### config.mk
export PLATFORM = sky130hd
export DESIGN_NAME = axi_burst_master_flat
export DESIGN_NICKNAME = d
export VERILOG_FILES = /design/src/rtl/axi_burst_master_if.sv /design/src/rtl/axi_burst_master.sv /design/src/flat_wrapper.sv
export SDC_FILE = /design/constraint.sdc
export NUM_CORES = 1
export LEC_CHECK = 0
export BUFFER_PORTS_ARGS = -buffer_cell sky130_fd_sc_hd__clkbuf_2
export CELL_PAD_IN_SITES_DETAIL_PLACEMENT = 1
export CELL_PAD_IN_SITES_GLOBAL_PLACEMENT = 1
export CORE_AREA = 2 2 336 338
export DETAILED_ROUTE_END_ITERATION = 6
export DIE_AREA = 0 0 338 340
export PLACE_DENSITY_LB_ADDON = 0.15
export SETUP_SLACK_MARGIN = 0.02
export SLEW_MARGIN = 20
export SYNTH_ARGS = -nofsm -noshare
export SYNTH_HDL_FRONTEND = slang
export SYNTH_SLANG_ARGS = --single-unit
### constraint.sdc
create_clock -name clk -period 2 [get_ports clk]
set_input_delay 0.1 -clock clk [delete_from_list [all_inputs] [get_ports clk]]
set_output_delay 0.1 -clock clk [all_outputs]
set_load 0.02 [all_outputs]
### src/rtl/axi_burst_master_if.sv
// AXI3 bus bundle between the burst master engine and a slave.
// The master modport drives the AW/W/AR channels and the B/R ready signals.
interface axi_if_t #(
  parameter int ADDR_W = 32,
  parameter int DATA_W = 128,
  parameter int ID_W   = 32,
  parameter int LEN_W  = 4
) ();
  logic [ID_W-1:0]     awid;
  logic [ADDR_W-1:0]   awaddr;
  logic [LEN_W-1:0]    awlen;
  logic [2:0]          awsize;
  logic [1:0]          awburst;
  logic [1:0]          awlock;
  logic [3:0]          awcache;
  logic [2:0]          awprot;
  logic                awvalid;
  logic                awready;
  logic [ID_W-1:0]     wid;
  logic [DATA_W-1:0]   wdata;
  logic [DATA_W/8-1:0] wstrb;
  logic                wlast;
  logic                wvalid;
  logic                wready;
  logic [ID_W-1:0]     bid;
  logic [1:0]          bresp;
  logic                bvalid;
  logic                bready;
  logic [ID_W-1:0]     arid;
  logic [ADDR_W-1:0]   araddr;
  logic [LEN_W-1:0]    arlen;
  logic [2:0]          arsize;
  logic [1:0]          arburst;
  logic [1:0]          arlock;
  logic [3:0]          arcache;
  logic [2:0]          arprot;
  logic                arvalid;
  logic                arready;
  logic [ID_W-1:0]     rid;
  logic [DATA_W-1:0]   rdata;
  logic [1:0]          rresp;
  logic                rlast;
  logic                rvalid;
  logic                rready;

  modport master (
    output awid, awaddr, awlen, awsize, awburst, awlock, awcache, awprot, awvalid,
    input  awready,
    output wid, wdata, wstrb, wlast, wvalid,
    input  wready,
    input  bid, bresp, bvalid,
    output bready,
    output arid, araddr, arlen, arsize, arburst, arlock, arcache, arprot, arvalid,
    input  arready,
    input  rid, rdata, rresp, rlast, rvalid,
    output rready
  );

  modport slave (
    input  awid, awaddr, awlen, awsize, awburst, awlock, awcache, awprot, awvalid,
    output awready,
    input  wid, wdata, wstrb, wlast, wvalid,
    output wready,
    output bid, bresp, bvalid,
    input  bready,
    input  arid, araddr, arlen, arsize, arburst, arlock, arcache, arprot, arvalid,
    output arready,
    output rid, rdata, rresp, rlast, rvalid,
    input  rready
  );
endinterface

### src/rtl/axi_burst_master.sv
// AXI3 master engine: one command becomes one INCR burst, one transaction in flight.
// Optional watchdog enabled by defining AXI_MST_TIMEOUT_EN.
module axi_burst_master #(
  parameter int ADDR_W  = 32,
  parameter int DATA_W  = 128,
  parameter int ID_W    = 32,
  parameter int LEN_W   = 4,
  parameter int MST_ID  = 0,
  parameter int TIMEOUT = 1024
) (
  input  logic                clk,
  input  logic                areset,
  input  logic                cmd_valid,
  output logic                cmd_ready,
  input  logic                cmd_write,
  input  logic [ADDR_W-1:0]   cmd_addr,
  input  logic [LEN_W-1:0]    cmd_len,
  input  logic                wr_valid,
  output logic                wr_ready,
  input  logic [DATA_W-1:0]   wr_data,
  input  logic [DATA_W/8-1:0] wr_strb,
  output logic                rd_valid,
  input  logic                rd_ready,
  output logic [DATA_W-1:0]   rd_data,
  output logic                rd_last,
  output logic                done,
  output logic [1:0]          done_resp,
  output logic                done_lenerr,
  output logic [2:0]          dbg_state,
  axi_if_t.master             axi
);
  // Every channel transfers on the cycle where its valid and ready are both high;
  // valid never waits for ready, and the stream pass-throughs are combinational.
  typedef enum logic [2:0] {S_IDLE, S_AW, S_W, S_B, S_AR, S_R} state_t;

  localparam logic [2:0] SIZE = 3'($clog2(DATA_W/8));

  state_t            state_q, state_d;
  logic [ADDR_W-1:0] addr_q, addr_d;
  logic [LEN_W-1:0]  len_q, len_d;
  logic [LEN_W:0]    beat_q, beat_d;
  logic [1:0]        resp_q, resp_d;
  logic              done_q, done_d;
  logic [1:0]        done_resp_q, done_resp_d;
  logic              done_lenerr_q, done_lenerr_d;

  logic aw_hs, w_hs, b_hs, ar_hs, r_hs, hs_any, last_w, tmo_hit;

  assign aw_hs  = (state_q == S_AW) && axi.awready;
  assign w_hs   = (state_q == S_W)  && wr_valid && axi.wready;
  assign b_hs   = (state_q == S_B)  && axi.bvalid;
  assign ar_hs  = (state_q == S_AR) && axi.arready;
  assign r_hs   = (state_q == S_R)  && axi.rvalid && rd_ready;
  assign hs_any = aw_hs | w_hs | b_hs | ar_hs | r_hs;
  assign last_w = (beat_q == {1'b0, len_q});

`ifdef AXI_MST_TIMEOUT_EN
  logic [31:0] tmo_q, tmo_d;

  assign tmo_hit = (state_q != S_IDLE) && !hs_any && (tmo_q == 32'(TIMEOUT - 1));

  always_comb begin
    tmo_d = tmo_q + 32'd1;
    if (state_q == S_IDLE || hs_any) tmo_d = 32'd0;
  end

  always_ff @(posedge clk) begin
    if (areset) tmo_q <= 32'd0;
    else        tmo_q <= tmo_d;
  end
`else
  logic [31:0] unused_timeout;
  assign unused_timeout = 32'(TIMEOUT);
  assign tmo_hit = 1'b0;
`endif

  logic unused_ids;
  assign unused_ids = ^{axi.bid, axi.rid};

  always_ff @(posedge clk) begin
    if (areset) begin
      state_q       <= S_IDLE;
      addr_q        <= '0;
      len_q         <= '0;
      beat_q        <= '0;
      resp_q        <= 2'b00;
      done_q        <= 1'b0;
      done_resp_q   <= 2'b00;
      done_lenerr_q <= 1'b0;
    end else begin
      state_q       <= state_d;
      addr_q        <= addr_d;
      len_q         <= len_d;
      beat_q        <= beat_d;
      resp_q        <= resp_d;
      done_q        <= done_d;
      done_resp_q   <= done_resp_d;
      done_lenerr_q <= done_lenerr_d;
    end
  end

  always_comb begin
    state_d       = state_q;
    addr_d        = addr_q;
    len_d         = len_q;
    beat_d        = beat_q;
    resp_d        = resp_q;
    done_d        = 1'b0;
    done_resp_d   = done_resp_q;
    done_lenerr_d = done_lenerr_q;
    case (state_q)
      S_IDLE: if (cmd_valid) begin
        state_d = cmd_write ? S_AW : S_AR;
        addr_d  = cmd_addr;
        len_d   = cmd_len;
        beat_d  = '0;
        resp_d  = 2'b00;
      end
      S_AW: if (aw_hs) state_d = S_W;
      S_W: if (w_hs) begin
        beat_d = beat_q + 1'b1;
        if (last_w) state_d = S_B;
      end
      S_B: if (b_hs) begin
        state_d       = S_IDLE;
        done_d        = 1'b1;
        done_resp_d   = axi.bresp[1] ? axi.bresp : 2'b00;
        done_lenerr_d = 1'b0;
      end
      S_AR: if (ar_hs) state_d = S_R;
      S_R: if (r_hs) begin
        // Saturate so an over-long burst can never wrap back onto len.
        beat_d = (&beat_q) ? beat_q : beat_q + 1'b1;
        if (resp_q == 2'b00 && axi.rresp[1]) resp_d = axi.rresp;
        if (axi.rlast) begin
          state_d       = S_IDLE;
          done_d        = 1'b1;
          done_resp_d   = (resp_q != 2'b00) ? resp_q : (axi.rresp[1] ? axi.rresp : 2'b00);
          done_lenerr_d = (beat_q != {1'b0, len_q});
        end
      end
      default: state_d = S_IDLE;
    endcase
    if (tmo_hit) begin
      state_d       = S_IDLE;
      done_d        = 1'b1;
      done_resp_d   = 2'b11;
      done_lenerr_d = 1'b0;
    end
  end

  always_comb begin
    cmd_ready   = (state_q == S_IDLE);
    wr_ready    = (state_q == S_W) && axi.wready;
    rd_valid    = (state_q == S_R) && axi.rvalid;
    rd_data     = axi.rdata;
    rd_last     = (state_q == S_R) && axi.rlast;
    done        = done_q;
    done_resp   = done_resp_q;
    done_lenerr = done_lenerr_q;
    dbg_state   = state_q;

    axi.awid    = ID_W'(MST_ID);
    axi.awaddr  = addr_q;
    axi.awlen   = len_q;
    axi.awsize  = SIZE;
    axi.awburst = 2'b01;
    axi.awlock  = 2'b00;
    axi.awcache = 4'b0000;
    axi.awprot  = 3'b000;
    axi.awvalid = (state_q == S_AW);

    axi.wid     = ID_W'(MST_ID);
    axi.wdata   = wr_data;
    axi.wstrb   = wr_strb;
    axi.wlast   = (state_q == S_W) && last_w;
    axi.wvalid  = (state_q == S_W) && wr_valid;

    axi.bready  = (state_q == S_B);

    axi.arid    = ID_W'(MST_ID);
    axi.araddr  = addr_q;
    axi.arlen   = len_q;
    axi.arsize  = SIZE;
    axi.arburst = 2'b01;
    axi.arlock  = 2'b00;
    axi.arcache = 4'b0000;
    axi.arprot  = 3'b000;
    axi.arvalid = (state_q == S_AR);

    axi.rready  = (state_q == S_R) && rd_ready;
  end
endmodule

### src/flat_wrapper.sv
// flat-port wrapper written by rule: the top's interface ports become plain ports
module axi_burst_master_flat 
#(
  parameter int ADDR_W  = 32,
  parameter int DATA_W  = 128,
  parameter int ID_W    = 32,
  parameter int LEN_W   = 4,
  parameter int MST_ID  = 0,
  parameter int TIMEOUT = 1024
)
  (clk, areset, cmd_valid, cmd_ready, cmd_write, cmd_addr, cmd_len, wr_valid, wr_ready, wr_data, wr_strb, rd_valid, rd_ready, rd_data, rd_last, done, done_resp, done_lenerr, dbg_state, axi_awid, axi_awaddr, axi_awlen, axi_awsize, axi_awburst, axi_awlock, axi_awcache, axi_awprot, axi_awvalid, axi_awready, axi_wid, axi_wdata, axi_wstrb, axi_wlast, axi_wvalid, axi_wready, axi_bid, axi_bresp, axi_bvalid, axi_bready, axi_arid, axi_araddr, axi_arlen, axi_arsize, axi_arburst, axi_arlock, axi_arcache, axi_arprot, axi_arvalid, axi_arready, axi_rid, axi_rdata, axi_rresp, axi_rlast, axi_rvalid, axi_rready);
  axi_if_t #(.ADDR_W(ADDR_W), .DATA_W(DATA_W), .ID_W(ID_W), .LEN_W(LEN_W)) axi_i ();
  input  logic clk;
  input  logic areset;
  input  logic cmd_valid;
  output logic cmd_ready;
  input  logic cmd_write;
  input  logic [ADDR_W-1:0] cmd_addr;
  input  logic [LEN_W-1:0] cmd_len;
  input  logic wr_valid;
  output logic wr_ready;
  input  logic [DATA_W-1:0] wr_data;
  input  logic [DATA_W/8-1:0] wr_strb;
  output logic rd_valid;
  input  logic rd_ready;
  output logic [DATA_W-1:0] rd_data;
  output logic rd_last;
  output logic done;
  output logic [1:0] done_resp;
  output logic done_lenerr;
  output logic [2:0] dbg_state;
  output wire logic [$bits(axi_i.awid)-1:0] axi_awid;
  output wire logic [$bits(axi_i.awaddr)-1:0] axi_awaddr;
  output wire logic [$bits(axi_i.awlen)-1:0] axi_awlen;
  output wire logic [$bits(axi_i.awsize)-1:0] axi_awsize;
  output wire logic [$bits(axi_i.awburst)-1:0] axi_awburst;
  output wire logic [$bits(axi_i.awlock)-1:0] axi_awlock;
  output wire logic [$bits(axi_i.awcache)-1:0] axi_awcache;
  output wire logic [$bits(axi_i.awprot)-1:0] axi_awprot;
  output wire logic [$bits(axi_i.awvalid)-1:0] axi_awvalid;
  input wire logic [$bits(axi_i.awready)-1:0] axi_awready;
  output wire logic [$bits(axi_i.wid)-1:0] axi_wid;
  output wire logic [$bits(axi_i.wdata)-1:0] axi_wdata;
  output wire logic [$bits(axi_i.wstrb)-1:0] axi_wstrb;
  output wire logic [$bits(axi_i.wlast)-1:0] axi_wlast;
  output wire logic [$bits(axi_i.wvalid)-1:0] axi_wvalid;
  input wire logic [$bits(axi_i.wready)-1:0] axi_wready;
  input wire logic [$bits(axi_i.bid)-1:0] axi_bid;
  input wire logic [$bits(axi_i.bresp)-1:0] axi_bresp;
  input wire logic [$bits(axi_i.bvalid)-1:0] axi_bvalid;
  output wire logic [$bits(axi_i.bready)-1:0] axi_bready;
  output wire logic [$bits(axi_i.arid)-1:0] axi_arid;
  output wire logic [$bits(axi_i.araddr)-1:0] axi_araddr;
  output wire logic [$bits(axi_i.arlen)-1:0] axi_arlen;
  output wire logic [$bits(axi_i.arsize)-1:0] axi_arsize;
  output wire logic [$bits(axi_i.arburst)-1:0] axi_arburst;
  output wire logic [$bits(axi_i.arlock)-1:0] axi_arlock;
  output wire logic [$bits(axi_i.arcache)-1:0] axi_arcache;
  output wire logic [$bits(axi_i.arprot)-1:0] axi_arprot;
  output wire logic [$bits(axi_i.arvalid)-1:0] axi_arvalid;
  input wire logic [$bits(axi_i.arready)-1:0] axi_arready;
  input wire logic [$bits(axi_i.rid)-1:0] axi_rid;
  input wire logic [$bits(axi_i.rdata)-1:0] axi_rdata;
  input wire logic [$bits(axi_i.rresp)-1:0] axi_rresp;
  input wire logic [$bits(axi_i.rlast)-1:0] axi_rlast;
  input wire logic [$bits(axi_i.rvalid)-1:0] axi_rvalid;
  output wire logic [$bits(axi_i.rready)-1:0] axi_rready;
  assign axi_awid = axi_i.awid;
  assign axi_awaddr = axi_i.awaddr;
  assign axi_awlen = axi_i.awlen;
  assign axi_awsize = axi_i.awsize;
  assign axi_awburst = axi_i.awburst;
  assign axi_awlock = axi_i.awlock;
  assign axi_awcache = axi_i.awcache;
  assign axi_awprot = axi_i.awprot;
  assign axi_awvalid = axi_i.awvalid;
  assign axi_i.awready = axi_awready;
  assign axi_wid = axi_i.wid;
  assign axi_wdata = axi_i.wdata;
  assign axi_wstrb = axi_i.wstrb;
  assign axi_wlast = axi_i.wlast;
  assign axi_wvalid = axi_i.wvalid;
  assign axi_i.wready = axi_wready;
  assign axi_i.bid = axi_bid;
  assign axi_i.bresp = axi_bresp;
  assign axi_i.bvalid = axi_bvalid;
  assign axi_bready = axi_i.bready;
  assign axi_arid = axi_i.arid;
  assign axi_araddr = axi_i.araddr;
  assign axi_arlen = axi_i.arlen;
  assign axi_arsize = axi_i.arsize;
  assign axi_arburst = axi_i.arburst;
  assign axi_arlock = axi_i.arlock;
  assign axi_arcache = axi_i.arcache;
  assign axi_arprot = axi_i.arprot;
  assign axi_arvalid = axi_i.arvalid;
  assign axi_i.arready = axi_arready;
  assign axi_i.rid = axi_rid;
  assign axi_i.rdata = axi_rdata;
  assign axi_i.rresp = axi_rresp;
  assign axi_i.rlast = axi_rlast;
  assign axi_i.rvalid = axi_rvalid;
  assign axi_rready = axi_i.rready;
  axi_burst_master #(.ADDR_W(ADDR_W), .DATA_W(DATA_W), .ID_W(ID_W), .LEN_W(LEN_W), .MST_ID(MST_ID), .TIMEOUT(TIMEOUT)) u_core (.clk(clk), .areset(areset), .cmd_valid(cmd_valid), .cmd_ready(cmd_ready), .cmd_write(cmd_write), .cmd_addr(cmd_addr), .cmd_len(cmd_len), .wr_valid(wr_valid), .wr_ready(wr_ready), .wr_data(wr_data), .wr_strb(wr_strb), .rd_valid(rd_valid), .rd_ready(rd_ready), .rd_data(rd_data), .rd_last(rd_last), .done(done), .done_resp(done_resp), .done_lenerr(done_lenerr), .dbg_state(dbg_state), .axi(axi_i));
endmodule
==> impl_metrics.yaml, run 1 <==
run_status:
  status: "complete, no violations"
global_routing:
  track_usage: 0.0346
  antenna_found_initial: 3
  grt_pass1_vias: 3350
  grt-ovfl-total: 0
  grt_pass1_wl_mm: 26.6
  grt_max_degree: 37
floorplan:
  coreArea_um2: 112000
  num_rows: 123
  initial_core_util: 0.0487
  io_pins: 873
  dieWidth_um: 338
  die_y_um: 340
  dieArea_um2: 115000
worst_setup_path:
  crit_arrival_ns: 2.12
  critical_path_class: "flop to flop"
  slowest_stage: "dfxtp_1"
  end_kind: "flop"
  crit_path_start_kind: "flop"
  cp_slowest_stage_delay_ns: 0.35
  worstSetupStartpoint: "u_core.beat_q[1]"
  critPathMaxFanout: 4
  crit_family: "simple AND/OR/NAND/NOR gates"
  path_cells: "ha_1 > and3_1 > ha_1 > nand3b_1 > a22oi_2 > nand2_1 > xor2_1 > nor3_2"
  critPathRequiredTime_ns: 2.24
  crit_buf_inv: 0
  worstReg2RegStart: "u_core.beat_q[1]"
  path_common_cell: "ha_1"
timing:
  finClkSkew_ns: 0.0106
  hold_ws_ns: 0.0766
  rsz0062_at_grt: "true"
  hold_viol_final: 0
  fin_ws_ns: 0.116
  setup_violations: 0
  min_period_ns: 1.88
  slew_viol_final: 0
  fin_crit_sh: 0.942
  max_freq_ghz: 0.531
power:
  power_switching_w: 0.00261
  leakage_nw: 2.18
  p_comb_frac: 0.495
  vdd_ir_drop_max_mv: 0.436
  seqPwrFrac: 0.278
  internal_power_w: 0.00269
  switching_share: 0.492
  powerDensity_nw_per_um2: 898
  power.share.clock: 0.228
  finalPower_w: 0.00529
worst_hold_path:
  hold_start: "axi_rresp[0]"
  hold_path_class: "input port to flop"
placement:
  portBuffers: 140
  dp_slack_ns: 0.0681
  place_hpwl_mm: 17.0
  gp_congestion: 0.587
route:
  drtIter0Drc: 73
  wire_per_inst_um: 9.99
  drt_wl_total_mm: 20.9
  drcViolationCount: 0
  routed-via-count: 3358
  ant_nets: 0
  drt_first_pass_iters: 4
  routed_via_density: 1.61
clock_network:
  worstSkewPairLatency_ns: 0.35
  cts_tree: "done"
  cts.sink_count: 50
  cts_root_buf: "clkbuf_16"
  cts_buffers: 5
  path_clk_slew_ns: 0.10
  ctsLongestPathBuffers: 2
  cts.htree.levels: 2
  cts_setup_buffers: 0
logic_synthesis:
  synth_area_um2: 5430
  synth_seq_cells: 50
  synthCells: 710
  synth-main-ff-cell: "dfxtp_1"
  synth_edf_count: 0
  synth.avg_cell_area_um2: 7.65
  ys_async_sr_fraction: 0
  ys_types: 40
  yosysTopAreaCell: "buf_4"
  yosys_warnings: 0
  synth.area.top_cells: "buf_4 (60%), dfxtp_1 (18%), nand2_1 (5.8%), a21oi_1 (4.1%), xor2_1 (1.1%)"
  seq_area_frac_synth: 0.184
  synth_top_area_share: 0.598
finish:
  drive_above_1_share: 0.317
  syn_to_final_growth_pct: 8.48
  nets: 976
run:
  drv_cap: 0
==> Yosys cell counts (2+ instances only) <==
library cell	number
a21oi_1	44
dfxtp_1	50
ha_1	2
conb_1	2
and2_1	6
and3b_1	2
buf_4	433
nor3b_1	2
inv_1	6
and3_1	2
nor2_1	8
buf_6	2
xor2_1	7
a31oi_1	4
o22ai_1	2
buf_2	7
nand3_1	4
nor3_1	7
mux2i_1	2
nand3b_1	4
clkbuf_1	10
nand2_1	84
nor3_2	3
==> placed cells by master (no fill, tap or decap), types with 3 or more instances in the layout <==
cell type	Yosys	routed
inv_1	6	6
nor2_1	8	7
dfxtp_1	50	46
nand2_1	84	84
buf_12	0	3
nor3_1	7	6
nand3b_1	4	4
xor2_1	7	7
conb_1	2	124
nand3_1	4	4
dlygate4sd3_1	0	36
and2_1	6	5
buf_4	433	21
a31oi_1	4	4
clkbuf_16	0	5
clkbuf_2	0	138
a21oi_1	44	44
nor3_2	3	4
==> cell type report <==
| class | count | area [µm²] |
|---|---|---|
| antenna | 2 | 5.00 |
| clock buffer | 5 | 125 |
| clock inverter | 3 | 48.8 |
| fill | 13400 | 106000 |
| inverter | 6 | 22.5 |
| multi-input combinational | 324 | 1530 |
| sequential | 50 | 1010 |
| tap | 1500 | 1880 |
| timing repair buffer | 199 | 1270 |
==> kinds of logic (layout without fill, tap and decap cells) <==
| group | count (synthesis) | after routing | share of synthesized area |
|---|---|---|---|
| AO/OA/AOI/OAI | 60 | 60 | 0.0638 |
| XOR/XNOR | 7 | 7 | 0.0113 |
| adder cells (fa/ha/maj) | 2 | 2 | 0.00461 |
| buffers and inverters | 458 | 213 | 0.620 |
| flip-flops | 50 | 50 | 0.184 |
| multiplexers | 2 | 2 | 0.00369 |
| other | 2 | 126 | 0.00138 |
| AND/OR/NAND/NOR | 129 | 129 | 0.111 |
==> path summary, 6_finish.rpt <==
check	to	slack, ns	depth (start not counted)
max	u_core.beat_q[0]	0.12	8
min	u_core.resp_q[0]	0.08	4
max reg2reg	u_core.beat_q[0]	0.12	8
min reg2reg	u_core.done_resp[1]	0.47	2
==> worst reg2reg max path, stage by stage (launching register included) <==
cell	delay [ns]
dfxtp_1	0.35
ha_1	0.20
and3_1	0.20
ha_1	0.19
nand3b_1	0.16
a22oi_2	0.24
nand2_1	0.18
xor2_1	0.20
nor3_2	0.05
==> power groups by stage <==
stage / Clock [W] / Sequential, W / Combinational, W
after detailed placement: 0 / 0.00150 / 0.00267
after CTS: 0.00134 / 0.00149 / 0.00275
final: 0.00120 / 0.00147 / 0.00262
after floorplan: 0 / 0.00156 / 0.00252
after global placement: 0 / 0.00149 / 0.00270
after global routing: 0.00134 / 0.00152 / 0.00290
==> per-layer routing <==
layer / GRT usage / vias to the layer above / part of all wire
li1: - / 1428 / -
met1: 0.0301 / 1480 / 0.32
met2: 0.0540 / 306 / 0.45
met3: 0.0262 / 140 / 0.16
met4: 0.0253 / 4 / 0.071
met5: 0 / - / 0.0011
==> state kept, by name (all words and copies together) (netlist names) <==
register and count:
u_core.resp_q 2, u_core.done 1, u_core.done_lenerr 1, u_core.axi.araddr 32, u_core.beat_q 5, u_core.dbg_state 3, u_core.axi.arlen 4, u_core.done_resp 2
==> repair_timing <==
| action | CTS | global route |
|---|---|---|
| resized for setup | 9 | 1 |
| endpoints found under the setup margin | 4 | 3 |
| hold buffers | 36 | 0 |
| endpoints found under the hold margin | 36 | 0 |
==> metrics by stage <==
stage                     utilization  cell area (µm²)  std cells  TNS [ns]
after floorplan                     -             5890        832         0
after CTS                      0.0528             5890       2087         0
after global routing           0.0528             5890       2087  -0.00735
final                          0.0528             5890       2089         0
after global placement         0.0478             5330       2043         0
after detailed placement       0.0478             5330       2043         0
No activity file was read; power rests on OpenSTA's default activity.
==> run 2, diff against run 1 <==
--- a/config.mk
+++ b/config.mk
@@ -11,7 +11,7 @@
 export CORE_AREA = 2 2 336 338
 export DETAILED_ROUTE_END_ITERATION = 6
 export DIE_AREA = 0 0 338 340
-export PLACE_DENSITY_LB_ADDON = 0.15
+export PLACE_DENSITY_LB_ADDON = 0.1
 export SETUP_SLACK_MARGIN = 0.02
 export SLEW_MARGIN = 20
 export SYNTH_ARGS = -nofsm -noshare
==> run 2 against run 1 <==
Against the previous run:
- non-clock buffer count rose by 7
- die area did not move
- clock-buffer cell count did not move
- setup slack improved by 0.041 ns
- final area rose by 0.91%
- register-to-register slack improved by 0.09 ns
- highest routed layer unchanged
- routed wire length rose by 5.5%
- power rose by 1.6%
- clock skew rose by 0.013 ns
- flip-flop and latch count did not move
==> impl_metrics.yaml, run 2 (synthesis gave the netlist of run 1 again) <==
run_status:
  status: "complete, no violations"
placement:
  gp_congestion: 0.597
  portBuffers: 140
  place_hpwl_mm: 17.5
  place_area_um2: 5380
  dp.cells: 2050
  dp_slack_ns: 0.0758
clock_network:
  cts.sink_count: 50
  cts_buffers: 5
  cts_tree: "done"
  ctsLongestPathBuffers: 2
  cts_setup_buffers: 0
  path_clk_slew_ns: 0.11
  cts.htree.levels: 2
  worstSkewPairLatency_ns: 0.36
  cts_root_buf: "clkbuf_16"
run:
  drv_cap: 0
timing:
  hold_ws_ns: 0.0646
  fin_crit_sh: 0.921
  hold_viol_final: 0
  finClkSkew_ns: 0.0240
  rsz0062_at_grt: "true"
  min_period_ns: 1.84
  setup_violations: 0
  max_freq_ghz: 0.543
  tns_ns: 0
  fin_ws_ns: 0.158
  slew_viol_final: 0
global_routing:
  antenna_found_initial: 3
  grt_pass1_vias: 3406
  grt_pass1_wl_mm: 28.1
  grt_max_degree: 37
  grt-ovfl-total: 0
  track_usage: 0.0365
route:
  drt_first_pass_iters: 4
  drcViolationCount: 0
  drtIter0Drc: 65
  drt_wl_total_mm: 22.0
  wire_per_inst_um: 10.5
  ant_nets: 0
  routed_via_density: 1.60
  routed-via-count: 3351
floorplan:
  io_pins: 873
  die_y_um: 340
  dieWidth_um: 338
  num_rows: 123
  coreArea_um2: 112000
  dieArea_um2: 115000
  initial_core_util: 0.0487
worst_setup_path:
  critPathRequiredTime_ns: 1.90
  critical_path_class: "flop to output port"
  r2r_slack_ns: 0.21
  crit_path_start_kind: "flop"
  crit_arrival_ns: 1.74
  critPathMaxFanout: 13
  end_kind: "output port"
finish:
  syn_to_final_growth_pct: 9.47
  fin_cells: 2096
  largest_reg_flops: 32
  drive_above_1_share: 0.325
  final_cell_mix: "clkbuf_2 (138), conb_1 (124), nand2_1 (83)"
  nets: 983
  final_common_cell: "clkbuf_2"
  final_area_um2: 5950
power:
  powerDensity_nw_per_um2: 904
  leakage_nw: 2.22
  vdd_ir_drop_max_mv: 0.525
worst_hold_path:
  hold_path_class: "input port to flop"
## run 2: worst paths after layout
check / startpoint / endpoint / depth (start not counted)
max: u_core.dbg_state[2] / axi_wlast / 4
min: axi_rresp[0] / u_core.resp_q[0] / 4
max reg2reg: u_core.beat_q[0] / u_core.beat_q[3] / 8
min reg2reg: u_core.axi.araddr[22] / u_core.axi.araddr[22] / 2
## run 2: what timing repair did
| item | in CTS | in global routing |
|---|---|---|
| resized for setup | 8 | 3 |
| cloned | 0 | 0 |
| hold buffers | 36 | 0 |
| setup endpoints to repair | 6 | 4 |
| hold endpoints to repair | 36 | 0 |
## run 2: area by class of cell
cell class	instances	area [µm²]
fillers	13400	106000
clock buffers	5	125
repair buffers	206	1320
flip-flops and latches	50	1010
well taps	1500	1880
multi-input cells	324	1540
clock inverters	3	47.5
diodes	2	5.00
inverters	6	22.5
## run 2: per-stage QoR
| stage | power, W | utilization |
|---|---|---|
| after CTS | 0.00569 | 0.0532 |
| after global routing | 0.00590 | 0.0533 |
| after detailed placement | 0.00425 | 0.0482 |
| after global placement | 0.00427 | 0.0482 |
| final | 0.00538 | 0.0533 |
| after floorplan | 0.00408 | - |
## run 2: where the power goes
| group | switching (W) | internal [W] | total [W] | leakage, nW |
|---|---|---|---|---|
| logic | 0.00180 | 0.000898 | 0.00270 | 1.73 |
| clock network | 0.000620 | 0.000605 | 0.00123 | 0.0844 |
| registers | 0.000247 | 0.00121 | 0.00145 | 0.411 |
| total | 0.00267 | 0.00271 | 0.00538 | 2.22 |
## run 2: metal layers
metal | global-route usage | up-vias | share of wire
li1 | - | 1444 | -
met1 | 0.0356 | 1455 | 0.35
met2 | 0.0533 | 315 | 0.43
met3 | 0.0238 | 131 | 0.14
met4 | 0.0300 | 6 | 0.073
met5 | 0.00584 | - | 0.0056
## run 2: critical path, stage by stage (launching register included)
cell	delay, ns
dfxtp_4	0.42
or3b_2	0.50
buf_4	0.17
nor2_4	0.13
clkbuf_8	0.17
==> run 3, diff against run 2 <==
--- a/config.mk
+++ b/config.mk
@@ -9,6 +9,8 @@
 export CELL_PAD_IN_SITES_DETAIL_PLACEMENT = 1
 export CELL_PAD_IN_SITES_GLOBAL_PLACEMENT = 1
 export CORE_AREA = 2 2 336 338
+export CTS_CLUSTER_DIAMETER = 120
+export CTS_CLUSTER_SIZE = 10
 export DETAILED_ROUTE_END_ITERATION = 6
 export DIE_AREA = 0 0 338 340
 export PLACE_DENSITY_LB_ADDON = 0.1
==> constraint.sdc (replaced) <==
create_clock -name clk -period 1.95 [get_ports clk]
set_input_delay 0.0975 -clock clk [delete_from_list [all_inputs] [get_ports clk]]
set_output_delay 0.0975 -clock clk [all_outputs]
set_load 0.02 [all_outputs]
==> run 3 against run 2 <==
Against the previous run:
- cell count up 0.19%
- highest routed layer unchanged
- critical endpoint unchanged
- clock power down 7%
- power is 3.6% higher
- clock-buffer cell count did not move
- critical path depth is 1 higher
- via count grew 1.6%
- combinational power is 11% higher
- largest cell class unchanged
- clock skew decreased by 0.012 ns
- die area unchanged
- non-clock buffer count grew 5
- global-route usage hardly changed
==> impl_metrics.yaml, run 3 (synthesis gave the netlist of run 1 again) <==
finish:
  drive_above_1_share: 0.347
  final_area_um2: 6010
  syn_to_final_growth_pct: 10.7
  final_cell_mix: "clkbuf_2 (138), conb_1 (124), nand2_1 (83)"
  largest_reg_flops: 32
  final_common_cell: "clkbuf_2"
  nets: 988
placement:
  dp_slack_ns: 0.0634
  place_area_um2: 5360
  portBuffers: 140
  gp_congestion: 0.596
  place_hpwl_mm: 17.4
clock_network:
  ctsLongestPathBuffers: 2
  cts_root_buf: "clkbuf_16"
  cts_buffers: 5
  cts_tree: "done"
  path_clk_slew_ns: 0.10
  cts.sink_count: 50
  worstSkewPairLatency_ns: 0.35
  cts.htree.levels: 2
power:
  leakage_nw: 2.24
  internal_power_w: 0.00276
  powerDensity_nw_per_um2: 927
  finalPower_w: 0.00557
  switching_share: 0.504
  power.share.clock: 0.204
  vdd_ir_drop_max_mv: 0.376
  p_comb_frac: 0.540
  power_switching_w: 0.00281
  seqPwrFrac: 0.256
worst_setup_path:
  critical_path_class: "flop to output port"
  critPathMaxFanout: 3
  end_kind: "output port"
  reg2reg_depth: 7
  worstReg2RegStart: "u_core.dbg_state[1]"
  worstSetupStartpoint: "u_core.dbg_state[2]"
  crit_path_start_kind: "flop"
  critPathRequiredTime_ns: 1.85
  r2r_end: "u_core.dbg_state[2]"
  r2r_slack_ns: 0.14
  critPathCapture: "axi_wlast"
  crit_arrival_ns: 1.72
route:
  met3_length_mm: 3.07
  met1_length_mm: 7.74
  wl_met2_mm: 9.65
  wire_per_inst_um: 10.6
  routed_via_density: 1.62
  drcViolationCount: 0
  drt_first_pass_iters: 4
  drtIter0Drc: 68
  dr.max_layer_used: "met5"
  drt_wl_total_mm: 22.2
  ant_nets: 0
  routed-via-count: 3403
run_status:
  status: "complete, no violations"
worst_hold_path:
  hold_path_class: "input port to flop"
  min_path_cells: 4
floorplan:
  dieWidth_um: 338
  coreArea_um2: 112000
  dieArea_um2: 115000
  die_y_um: 340
  initial_core_util: 0.0487
  num_rows: 123
  io_pins: 873
timing:
  hold_ws_ns: 0.0807
  fin_crit_sh: 0.932
  hold_viol_final: 0
  max_freq_ghz: 0.550
  slew_viol_final: 0
  min_period_ns: 1.82
  fin_ws_ns: 0.132
  finClkSkew_ns: 0.0121
  rsz0062_at_grt: "true"
  tns_ns: 0
  setup_violations: 0
run:
  drv_cap: 0
global_routing:
  antenna_found_initial: 3
  track_usage: 0.0370
  grt_max_degree: 37
  grt_pass1_vias: 3434
  grt_pass1_wl_mm: 28.2
  grt-ovfl-total: 0
[run 3: power by group through the flow]
stage / clock network (W) / logic [W] / registers, W
2_1_floorplan: 0 / 0.00259 / 0.00160
3_3_place_gp: 0 / 0.00287 / 0.00151
3_5_place_dp: 0 / 0.00283 / 0.00152
4_1_cts: 0.00134 / 0.00308 / 0.00145
5_1_grt: 0.00133 / 0.00335 / 0.00147
6_report: 0.00114 / 0.00301 / 0.00142
[run 3: worst min path at each step]
stage / from / to / slack, ns
after floorplan: cmd_addr[10] / u_core.axi.araddr[10] / 0.23
after global placement: wr_data[0] / axi_wdata[0] / 0.20
after detailed placement: wr_data[0] / axi_wdata[0] / 0.20
after CTS: axi_rresp[0] / u_core.resp_q[0] / 0.05
after global routing: axi_rresp[0] / u_core.resp_q[0] / 0.10
final: axi_rresp[0] / u_core.resp_q[0] / 0.08
[run 3: area by class of cell]
class | count | area, µm²
fill | 13400 | 106000
tap | 1500 | 1880
multi-input combinational | 324 | 1580
timing repair buffer | 211 | 1360
sequential | 50 | 1020
clock buffer | 5 | 125
clock inverter | 3 | 28.8
inverter | 6 | 22.5
antenna | 1 | 2.50
[run 3: metal layers]
| layer | vias to the layer above | GRT usage |
|---|---|---|
| met4 | 6 | 0.0306 |
| met2 | 314 | 0.0542 |
| met5 | - | 0.00584 |
| met3 | 130 | 0.0232 |
| met1 | 1502 | 0.0363 |
| li1 | 1451 | - |
[run 3: worst max-delay path, cell delays in order, from the launching register on]
cell      delay [ns]
dfxtp_4         0.37
or3b_2          0.48
buf_4           0.16
nor2_4          0.11
buf_6           0.11
clkbuf_8        0.14
[run 3: through the flow]
stage,instances,utilization
2_1_floorplan,832,-
3_3_place_gp,2048,0.0481
3_5_place_dp,2048,0.0481
4_1_cts,2099,0.0534
5_1_grt,2099,0.0539
6_report,2100,0.0539
[run 3: what timing repair did]
| item | in CTS | in global routing |
|---|---|---|
| pin swaps | 2 | 4 |
| setup buffers | 7 | 0 |
| hold buffers | 36 | 0 |
| gates cloned | 0 | 0 |
| endpoints found under the setup margin | 5 | 42 |
| gates resized for setup | 11 | 13 |
| endpoints found under the hold margin | 36 | 0 |
